### src/rtl/debug_pkg.sv
// Shared definitions for the debug/loader block: command bytes, dump size
// and the top-level state encoding.
package debug_pkg;

   localparam logic [7:0] CMD_LOAD = 8'h4C;
   localparam logic [7:0] CMD_RUN  = 8'h52;
   localparam logic [7:0] CMD_STEP = 8'h53;
   localparam logic [7:0] ACK_BYTE = 8'h4B;

   localparam int DUMP_BYTES = 136;
   localparam int NB_DUMP_IDX = $clog2(DUMP_BYTES);

   typedef enum logic [3:0] {
      ST_IDLE       = 4'd0,
      ST_LOAD_CNT   = 4'd1,
      ST_LOAD_BYTE  = 4'd2,
      ST_LOAD_WRITE = 4'd3,
      ST_ACK        = 4'd4,
      ST_RUN        = 4'd5,
      ST_STEP       = 4'd6,
      ST_DUMP_SEND  = 4'd7,
      ST_DUMP_WAIT  = 4'd8
   } state_t;

endpackage

### src/rtl/debug_tx_seq.sv
// Byte-indexed serializer for the debug dump (PC, cycle count, r0..r31) and
// the single ACK byte; owns the registered transmitter outputs.
module debug_tx_seq
   import debug_pkg::*;
#(
   parameter int NB_DATA           = 32,
   parameter int N_REGISTERS       = 32,
   parameter int NB_ADDR_REGISTERS = $clog2(N_REGISTERS)
)(
   input  logic                         i_clk,
   input  logic                         i_reset,
   input  state_t                       i_state,
   input  logic                         i_tx_ready,
   input  logic [NB_DATA-1:0]           i_pc,
   input  logic [NB_DATA-1:0]           i_cycles,
   input  logic [NB_DATA-1:0]           i_reg_rd_data,
   output logic [NB_ADDR_REGISTERS-1:0] o_reg_rd_addr,
   output logic [7:0]                   o_tx_data,
   output logic                         o_tx_start,
   output logic                         o_last
);

   logic [NB_DUMP_IDX-1:0] r_idx;
   logic [NB_DATA-1:0]     w_word;
   logic [7:0]             w_byte;
   logic                   w_fire;

   // Bytes 0-7 come from the snapshot, the rest from the live register read.
   always_comb begin
      w_word = i_reg_rd_data;
      if (r_idx < NB_DUMP_IDX'(4))
         w_word = i_pc;
      else if (r_idx < NB_DUMP_IDX'(8))
         w_word = i_cycles;
      w_byte = w_word[{r_idx[1:0], 3'b000} +: 8];
   end

   assign o_reg_rd_addr = NB_ADDR_REGISTERS'((r_idx - NB_DUMP_IDX'(8)) >> 2);
   assign o_last        = (r_idx == NB_DUMP_IDX'(DUMP_BYTES - 1));
   assign w_fire        = ((i_state == ST_DUMP_SEND) || (i_state == ST_ACK)) && i_tx_ready;

   always_ff @(posedge i_clk) begin
      if (i_reset) begin
         r_idx      <= '0;
         o_tx_data  <= 8'h00;
         o_tx_start <= 1'b0;
      end else begin
         o_tx_start <= w_fire;
         if (w_fire)
            o_tx_data <= (i_state == ST_ACK) ? ACK_BYTE : w_byte;
         if (i_state == ST_DUMP_WAIT)
            r_idx <= o_last ? '0 : r_idx + NB_DUMP_IDX'(1);
      end
   end

endmodule

### src/rtl/debug_unit.sv
// Command-driven loader/debugger ahead of the pipeline: loads instruction
// memory, runs or single-steps the pipeline, then dumps its state over UART.
module debug_unit
   import debug_pkg::*;
#(
   parameter int NB_DATA           = 32,
   parameter int NB_ADDRESS        = 32,
   parameter int N_ADDRESS         = 64,
   parameter int N_REGISTERS       = 32,
   parameter int NB_ADDR_REGISTERS = $clog2(N_REGISTERS)
)(
   input  logic                         i_clk,
   input  logic                         i_reset,
   input  logic [7:0]                   i_rx_data,
   input  logic                         i_rx_valid,
   input  logic                         i_tx_ready,
   output logic [7:0]                   o_tx_data,
   output logic                         o_tx_start,
   output logic                         o_imem_w_en,
   output logic [NB_ADDRESS-1:0]        o_imem_w_addr,
   output logic [NB_DATA-1:0]           o_imem_w_data,
   output logic                         o_pipe_en,
   output logic                         o_pipe_reset,
   input  logic                         i_halt,
   input  logic [NB_DATA-1:0]           i_pc,
   output logic [NB_ADDR_REGISTERS-1:0] o_reg_rd_addr,
   input  logic [NB_DATA-1:0]           i_reg_rd_data
);

   state_t                r_state;
   logic [NB_ADDRESS-1:0] r_word_cnt;
   logic [NB_ADDRESS-1:0] r_word_addr;
   logic [1:0]            r_byte_idx;
   logic [NB_DATA-1:0]    r_word;
   logic [NB_DATA-1:0]    r_cycles;
   logic [NB_DATA-1:0]    r_snap_pc;
   logic [NB_DATA-1:0]    r_snap_cycles;
   logic                  r_pipe_reset;
   logic [NB_ADDRESS-1:0] w_cnt_in;
   logic                  w_last;

   assign w_cnt_in = (NB_ADDRESS'(i_rx_data) > NB_ADDRESS'(N_ADDRESS)) ?
                     NB_ADDRESS'(N_ADDRESS) : NB_ADDRESS'(i_rx_data);

   assign o_pipe_en     = ((r_state == ST_RUN) && !i_halt) || (r_state == ST_STEP);
   assign o_imem_w_en   = (r_state == ST_LOAD_WRITE);
   assign o_imem_w_addr = r_word_addr;
   assign o_imem_w_data = r_word;
   assign o_pipe_reset  = r_pipe_reset;

   // Words arrive LSB first, so each new byte is shifted in from the top.
   always_ff @(posedge i_clk) begin
      if (i_reset) begin
         r_state       <= ST_IDLE;
         r_word_cnt    <= '0;
         r_word_addr   <= '0;
         r_byte_idx    <= '0;
         r_word        <= '0;
         r_cycles      <= '0;
         r_snap_pc     <= '0;
         r_snap_cycles <= '0;
         r_pipe_reset  <= 1'b0;
      end else begin
         r_pipe_reset <= 1'b0;
         if (o_pipe_en)
            r_cycles <= r_cycles + NB_DATA'(1);
         case (r_state)
            ST_IDLE: begin
               if (i_rx_valid) begin
                  if (i_rx_data == CMD_LOAD)
                     r_state <= ST_LOAD_CNT;
                  else if (i_rx_data == CMD_RUN)
                     r_state <= ST_RUN;
                  else if (i_rx_data == CMD_STEP)
                     r_state <= ST_STEP;
               end
            end
            ST_LOAD_CNT: begin
               if (i_rx_valid) begin
                  r_word_cnt  <= w_cnt_in;
                  r_word_addr <= '0;
                  r_byte_idx  <= '0;
                  r_state     <= (i_rx_data == 8'h00) ? ST_IDLE : ST_LOAD_BYTE;
               end
            end
            ST_LOAD_BYTE: begin
               if (i_rx_valid) begin
                  r_word     <= {i_rx_data, r_word[NB_DATA-1:8]};
                  r_byte_idx <= r_byte_idx + 2'd1;
                  if (r_byte_idx == 2'd3)
                     r_state <= ST_LOAD_WRITE;
               end
            end
            ST_LOAD_WRITE: begin
               if (r_word_addr == r_word_cnt - NB_ADDRESS'(1)) begin
                  r_pipe_reset <= 1'b1;
                  r_cycles     <= '0;
                  r_state      <= ST_ACK;
               end else begin
                  r_word_addr <= r_word_addr + NB_ADDRESS'(1);
                  r_state     <= ST_LOAD_BYTE;
               end
            end
            ST_ACK: begin
               if (i_tx_ready)
                  r_state <= ST_IDLE;
            end
            ST_RUN: begin
               if (i_halt) begin
                  r_snap_pc     <= i_pc;
                  r_snap_cycles <= r_cycles;
                  r_state       <= ST_DUMP_SEND;
               end
            end
            ST_STEP: begin
               r_snap_pc     <= i_pc;
               r_snap_cycles <= r_cycles + NB_DATA'(1);
               r_state       <= ST_DUMP_SEND;
            end
            ST_DUMP_SEND: begin
               if (i_tx_ready)
                  r_state <= ST_DUMP_WAIT;
            end
            ST_DUMP_WAIT: begin
               r_state <= w_last ? ST_IDLE : ST_DUMP_SEND;
            end
            default: r_state <= ST_IDLE;
         endcase
      end
   end

   debug_tx_seq #(
      .NB_DATA          (NB_DATA),
      .N_REGISTERS      (N_REGISTERS),
      .NB_ADDR_REGISTERS(NB_ADDR_REGISTERS)
   ) u_tx_seq (
      .i_clk        (i_clk),
      .i_reset      (i_reset),
      .i_state      (r_state),
      .i_tx_ready   (i_tx_ready),
      .i_pc         (r_snap_pc),
      .i_cycles     (r_snap_cycles),
      .i_reg_rd_data(i_reg_rd_data),
      .o_reg_rd_addr(o_reg_rd_addr),
      .o_tx_data    (o_tx_data),
      .o_tx_start   (o_tx_start),
      .o_last       (w_last)
   );

endmodule

### config.mk
export PLATFORM = sky130hd
export DESIGN_NAME = debug_unit
export DESIGN_NICKNAME = d
export VERILOG_FILES = /design/src/rtl/debug_pkg.sv /design/src/rtl/debug_tx_seq.sv /design/src/rtl/debug_unit.sv
export SDC_FILE = /design/constraint.sdc
export NUM_CORES = 1
export LEC_CHECK = 0
export BUFFER_PORTS_ARGS = -buffer_cell sky130_fd_sc_hd__buf_2
export CORE_MARGIN = 5
export CORE_UTILIZATION = 51
export DETAILED_ROUTE_END_ITERATION = 6
export GPL_TIMING_DRIVEN = 0
export PLACE_DENSITY = 0.79
export SLEW_MARGIN = 15
export SYNTH_ARGS = -nofsm -noshare
export SYNTH_HDL_FRONTEND = slang
export SYNTH_SLANG_ARGS = --single-unit
### constraint.sdc
create_clock -name i_clk -period 3.1 [get_ports i_clk]
set_input_delay 0.31 -clock i_clk [delete_from_list [all_inputs] [get_ports i_clk]]
set_output_delay 0.31 -clock i_clk [all_outputs]
set_load 0.01 [all_outputs]
* Word level (Yosys, flattened, before mapping)
Cells that the tools add are included.
Storage, ports and cells: register bits 216, logic and storage cells 96, bits of input ports 77
Cells by class: magnitude comparators 3, shift operators 1, reductions and logical operators 17, muxes and demuxes 33, add/sub/neg operators 6, bitwise operators 1, equality and inequality tests 23
Operator list (number):
- $mux 32 | 9
- $pmux 32 s2 | 3
- $add 32x1->32 const B | 2
- $mux 4 | 10
- $pmux 4 s9 | 1
- $eq 32x32->1 | 1
- $shiftx 32x6->8 | 1
- $sub 32x1->32 const B | 1
- $eq 8x7->1 const B | 3
- $mux 8 | 3
- $eq 4x3->1 const B | 4
- $ne 2x2->1 const B | 8
- $add 8x1->8 const B | 1
- $eq 4x2->1 const B | 2
- $eq 8x8->1 const B | 1
- $gt 8x7->1 const B | 1
- $logic_not 8->1 | 1
- $lt 8x3->1 const B | 1
- $lt 8x4->1 const B | 1
- $reduce_and 8->1 | 1
- $sub 7x4->7 const B | 1
- $mux 2 | 3
- $mux 3 | 2
- $reduce_and 2->1 | 3
- other kinds (15) | 20

* Logic depth before layout (Yosys ltp)
word-level depth 6, depth in mapped cells 13, gate-level depth less buffers 10

* By module
From an unflattened synthesis, not the netlist that was laid out.
Unflattened totals: cells, all modules 1267, area total of the unflattened synthesis 9841.9 sq um
Modules (own cells, without submodules):
- debug_unit | cells each 1053, instances 1, area each 8116.5 sq um
- debug_tx_seq | cells each 214, instances 1, area each 1725.4 sq um

* Least setup slack after synthesis
OpenSTA, ideal clock, no wires.
kind register to register, start point register r_word_cnt[0], end point register r_word_addr[28] (netlist: o_imem_w_addr[28]), clock period less this slack 3.136 ns, setup time 0.071 ns, slack -0.036 ns, data arrival time 3.065 ns, buffers on the path 3, data required time 3.029 ns, stages on the path, launching flop included 14, cell sequence dfxtp_1 > or4_4 > nor4_1 > ha_1 > xnor2_1 > a2111oi_0 > o2111ai_1 > or4_4 > a21oi_2 > buf_6 > buf_8 > buf_12 > o21ai_2 > a21oi_1
On the way: word-level cells in the longest chain between the ends 4
RTL lines:
- start: declaration | RTL line debug_unit.sv:31 | logic [NB_ADDRESS-1:0] r_word_cnt;
- start signal: assignment | RTL line debug_unit.sv:80 | r_word_cnt <= w_cnt_in;
- $sub 32x1->32 | RTL line debug_unit.sv:95 | if (r_word_addr == r_word_cnt - NB_ADDRESS'(1)) begin
- $eq 32x32->1 | RTL line debug_unit.sv:95
- $ne 2x2->1 (no line)
- $reduce_and 3->1 (no line)
- end signal: assignment | RTL line debug_unit.sv:100 | r_word_addr <= r_word_addr + NB_ADDRESS'(1);
- end: declaration | RTL line debug_unit.sv:32 | logic [NB_ADDRESS-1:0] r_word_addr;
Every way passes these cells. A chain may end at the register's enable or synchronous reset.

* Worst setup path in the final report
start point register r_word_cnt[3], end point register r_word_addr[30] (netlist: o_imem_w_addr[30])
The elaborated chain is that of the path after synthesis.

==> results list <==
- Synth unique cells: 67
* Worst Setup Slack post-DPL: -0.725 ns
- Total power for the finished layout comes to 5640 uW.
- Relative slew slack: 48.7%
- Die Outline Area: 21700 um^2
* Synthesized netlist cell count: 1222
- Count of maximum capacitance violations: 0
- The share of the Yosys chip area taken by registers is 40.0%.
- Number of hold-slack violations in the final timing report: 0
* Hold path start: i_pc[12]
* Count of fill cells added during filler insertion: 1608
- The later pin in the worst-skew pair is clocked with a latency of 0.44 ns.
- Area growth, synth to finish: 23.2%
- IR analysis of the VDD net gives a maximum drop of 0.420 mV.
- Static leakage power: 0.00443 uW
* CP Data Required Time: 3.48 ns
- In this run the remaining antenna-violating nets after routing total 0.
* Slew at the pin closest to its max-slew limit: 0.769 ns
- Number of primary I/O pins: 158
- Weighted congestion at the end of routability-driven global placement: 0.916
* Setup-failing EPs final: 29
- In the global route stage, overall resource usage came out at 27.2%.
* Unrepaired setup endpoints after global routing: yes
- CTS sink cnt: 192
* Ratio of cells with drive above 1 in the final layout: 21.0%
- The number of global-route vias before repair is 9310.
* 1st-iter DRT viols: 1019
* Maximum number of pins on one net before global-route repair: 20
- After floorplanning, the core was divided into 50 placement rows.
- For this run, the detailed router's first-pass iteration total came to 7.
- Global-route wire length before repair: 47.9 mm
* Residual DRC: 0
* Clk pin slew, worst setup/hold paths: 0.08 ns
- The flow ran to the end, but the final reports show violations.
* Worst setup path category: reg2reg
* Number of register bits inferred by synthesis: 192
* HP Class: in2reg
- The count of final max-slew check failures came to 0.
* Data arrival time at the worst-slack endpoint: 3.71 ns
* DP HPWL: 21.7 mm
* Number of warnings issued by yosys: 0
* Global route total overflow: 0
- The total area inside the core boundary comes to 18600 um^2.
* Post-Route Skew: 0.0119 ns
- Share of synthesized registers carrying an async set or reset: 0%
* Worst r2r src: r_word_cnt[3]$_SDFFE_PP0P_
- The routed layout has 10100 vias.
* Dominant register cell in the synthesized netlist: sky130_fd_sc_hd__dfxtp_1
- Mean Syn Cell Area: 7.86 um^2
- Summing every instance area after synthesis gives 9610 um^2.
* Longest Clk Path Bufs: 2
- Maximum level of the CTS H-tree: 4
- Port buffering added 156 buffers.
- In the routed layout, each cell is associated on average with a via count of 6.10.
- After routing, the total negative slack on setup checks comes to -4.65 ns.
* Width of the die: 147 um
- In this run, CTS created clock tree buffers numbering 17.
- Of all nets on the critical path, the largest fanout is 6.
- The number of antenna violations at the first check in global routing was 0.
- Violated checks: setup timing
- Drt wl/cell: 18.6 um
* Crit path from: r_word_cnt[3]$_SDFFE_PP0P_
* Maximum frequency from static timing analysis: 300 MHz
- The final critical path takes up 107% of the cycle.
- After the last flow step, the layout net total stands at 1498.
* Power density over cell area: 477 nW/um^2
- Vertical die dimension: 147 um
* Drt total wl: 30.9 mm
- The worst setup path is captured at a flop.
- Startpoint Class: flop
* Initial core utilization: 51.5%
- Core occupancy in the finished layout: 63.5%
- After layout, the worst setup slack is -0.230 ns.
- Counting every net in the synthesized netlist gives 1307.
- Final period demand of the worst path: 3.33 ns
- The tree is rooted in a sky130_fd_sc_hd__clkbuf_16.
- On the final layout, the worst hold slack is 0.102 ns.
- TritonCTS built the clock tree.
- In this run, synthesis inferred 0 flip-flops with an integrated enable.
[cell families (layout without fill, tap and decap cells)]
logic type / after synthesis / after routing / synth area share [%]
adders and majority gates: 8 / 8 / 1.04
AOI/OAI and AO/OA: 284 / 284 / 17.9
muxes: 44 / 44 / 5.76
and+or+nand+nor: 540 / 540 / 26.5
xor gates and xnor gates: 45 / 45 / 4.10
other: 0 / 1 / 0
DFF: 192 / 192 / 40.0
buffers and inverters: 109 / 313 / 4.77
[worst paths after layout]
kind | slack, ns | endpoint | cells after the start
setup reg to reg | -0.23 | o_imem_w_addr[30]$_SDFFE_PP0P_ | 13
hold reg to reg | 0.45 | r_snap_pc[20]$_SDFFE_PP0P_ | 2
setup / recovery | -0.23 | o_imem_w_addr[30]$_SDFFE_PP0P_ | 13
hold / removal | 0.10 | r_snap_pc[12]$_SDFFE_PP0P_ | 3
[worst max-delay path: stages, from the launching register on]
cell	delay [ns]
sky130_fd_sc_hd__dfxtp_4	0.35
sky130_fd_sc_hd__or4_4	0.57
sky130_fd_sc_hd__nor4_4	0.15
sky130_fd_sc_hd__ha_2	0.32
sky130_fd_sc_hd__xnor2_2	0.15
sky130_fd_sc_hd__a2111oi_4	0.24
sky130_fd_sc_hd__o2111ai_2	0.21
sky130_fd_sc_hd__or4_4	0.48
sky130_fd_sc_hd__a21oi_4	0.18
sky130_fd_sc_hd__buf_6	0.14
sky130_fd_sc_hd__buf_8	0.12
sky130_fd_sc_hd__buf_12	0.11
sky130_fd_sc_hd__o211ai_1	0.10
sky130_fd_sc_hd__nand2_1	0.12
[report_power, final]
| part | internal (uW) | switching, uW |
|---|---|---|
| Combinational | 347 | 559 |
| Clock | 1070 | 1090 |
| Sequential | 2520 | 49.2 |
[registers in the layout, summed over array words and instances (netlist names)]
| name | count |
|---|---|
| o_imem_w_addr | 32 |
| o_imem_w_data | 32 |
| r_cycles | 32 |
| r_snap_cycles | 32 |
| r_snap_pc | 32 |
| r_word_cnt | 8 |
| u_tx_seq.o_tx_data | 8 |
| u_tx_seq.r_idx | 8 |
| r_state | 4 |
| r_byte_idx | 2 |
| o_pipe_reset | 1 |
| u_tx_seq.o_tx_start | 1 |
[cells in the mapped netlist, types with 7 or more instances]
master / n / area [um^2]
sky130_fd_sc_hd__xor2_1: 26 / 228
sky130_fd_sc_hd__nor2_1: 120 / 450
sky130_fd_sc_hd__a22oi_1: 14 / 105
sky130_fd_sc_hd__a31oi_1: 10 / 62.6
sky130_fd_sc_hd__or4_1: 9 / 67.6
sky130_fd_sc_hd__clkbuf_1: 68 / 255
sky130_fd_sc_hd__a21oi_1: 125 / 626
sky130_fd_sc_hd__xnor2_1: 19 / 166
sky130_fd_sc_hd__ha_1: 8 / 100
sky130_fd_sc_hd__inv_1: 24 / 90.1
sky130_fd_sc_hd__nand2_1: 219 / 822
sky130_fd_sc_hd__nand4_1: 24 / 150
sky130_fd_sc_hd__mux2i_1: 26 / 260
sky130_fd_sc_hd__and3_1: 24 / 150
sky130_fd_sc_hd__a21o_1: 10 / 75.1
sky130_fd_sc_hd__o211ai_1: 11 / 82.6
sky130_fd_sc_hd__a221oi_1: 11 / 96.3
sky130_fd_sc_hd__and4_1: 8 / 70.1
sky130_fd_sc_hd__nand2b_1: 11 / 68.8
sky130_fd_sc_hd__a311oi_1: 7 / 61.3
sky130_fd_sc_hd__mux4_2: 8 / 180
sky130_fd_sc_hd__nor3_1: 21 / 105
sky130_fd_sc_hd__buf_2: 7 / 35.0
sky130_fd_sc_hd__o21ai_0: 58 / 290
sky130_fd_sc_hd__nor4_1: 8 / 50.1
sky130_fd_sc_hd__mux2_2: 10 / 113
sky130_fd_sc_hd__dfxtp_1: 192 / 3840
sky130_fd_sc_hd__nand3_1: 40 / 200
sky130_fd_sc_hd__or3_1: 26 / 163
[stage by stage]
step | instance area [um^2] | instances
3_3_place_gp | 10700 | 1612
4_1_cts | 11500 | 1656
5_1_grt | 11800 | 1660
3_5_place_dp | 10700 | 1612
6_report | 11800 | 1661
2_1_floorplan | 9610 | 1222
[per-layer routing]
layer | wire length [um] | track usage, % | up-vias
li1 | - | - | 4707
met5 | 0 | 0 | -
met1 | 12600 | 35.3 | 4782
met2 | 14500 | 44.2 | 527
met4 | 1320 | 11.9 | 0
met3 | 2460 | 5.03 | 109
[layout by cell type, fill, tap and decap left out, types with 11 or more instances in the layout]
master / count
sky130_fd_sc_hd__nor2_1: 95
sky130_fd_sc_hd__nor3_1: 21
sky130_fd_sc_hd__dfxtp_1: 188
sky130_fd_sc_hd__a21oi_1: 118
sky130_fd_sc_hd__inv_1: 24
sky130_fd_sc_hd__o21ai_0: 53
sky130_fd_sc_hd__a22oi_1: 14
sky130_fd_sc_hd__a221oi_1: 11
sky130_fd_sc_hd__clkbuf_16: 21
sky130_fd_sc_hd__buf_2: 158
sky130_fd_sc_hd__and3_1: 24
sky130_fd_sc_hd__clkbuf_1: 67
sky130_fd_sc_hd__xnor2_1: 18
sky130_fd_sc_hd__xor2_1: 26
sky130_fd_sc_hd__mux2i_1: 26
sky130_fd_sc_hd__nor2_4: 19
sky130_fd_sc_hd__buf_4: 11
sky130_fd_sc_hd__nand3_1: 39
sky130_fd_sc_hd__o211ai_1: 11
sky130_fd_sc_hd__or3_1: 26
sky130_fd_sc_hd__nand2_1: 218
sky130_fd_sc_hd__nand4_1: 24
[cell type report]
| class | instances | area (um^2) | share of cell area [%] |
|---|---|---|---|
| antenna | 1 | 2.50 | 0.0211 |
| buffer | 83 | 398 | 3.36 |
| clock buffer | 17 | 425 | 3.59 |
| tap | 234 | 293 | 2.47 |
| multi-input combinational | 921 | 5620 | 47.5 |
| clock inverter | 15 | 148 | 1.25 |
| sequential | 192 | 3850 | 32.5 |
| inverter | 24 | 90.1 | 0.761 |
| timing repair buffer | 174 | 1010 | 8.52 |
[repair_timing]
| item | CTS | global route |
|---|---|---|
| buffers inserted | 11 | 4 |
| endpoints found under the setup margin | 66 | 68 |
| pin swaps | 13 | 34 |
| cloned | 2 | 4 |
| gates resized for setup | 34 | 73 |
| hold endpoints to repair | 0 | 0 |
| hold buffers | 0 | 0 |
No activity file was read; power rests on OpenSTA's default activity.
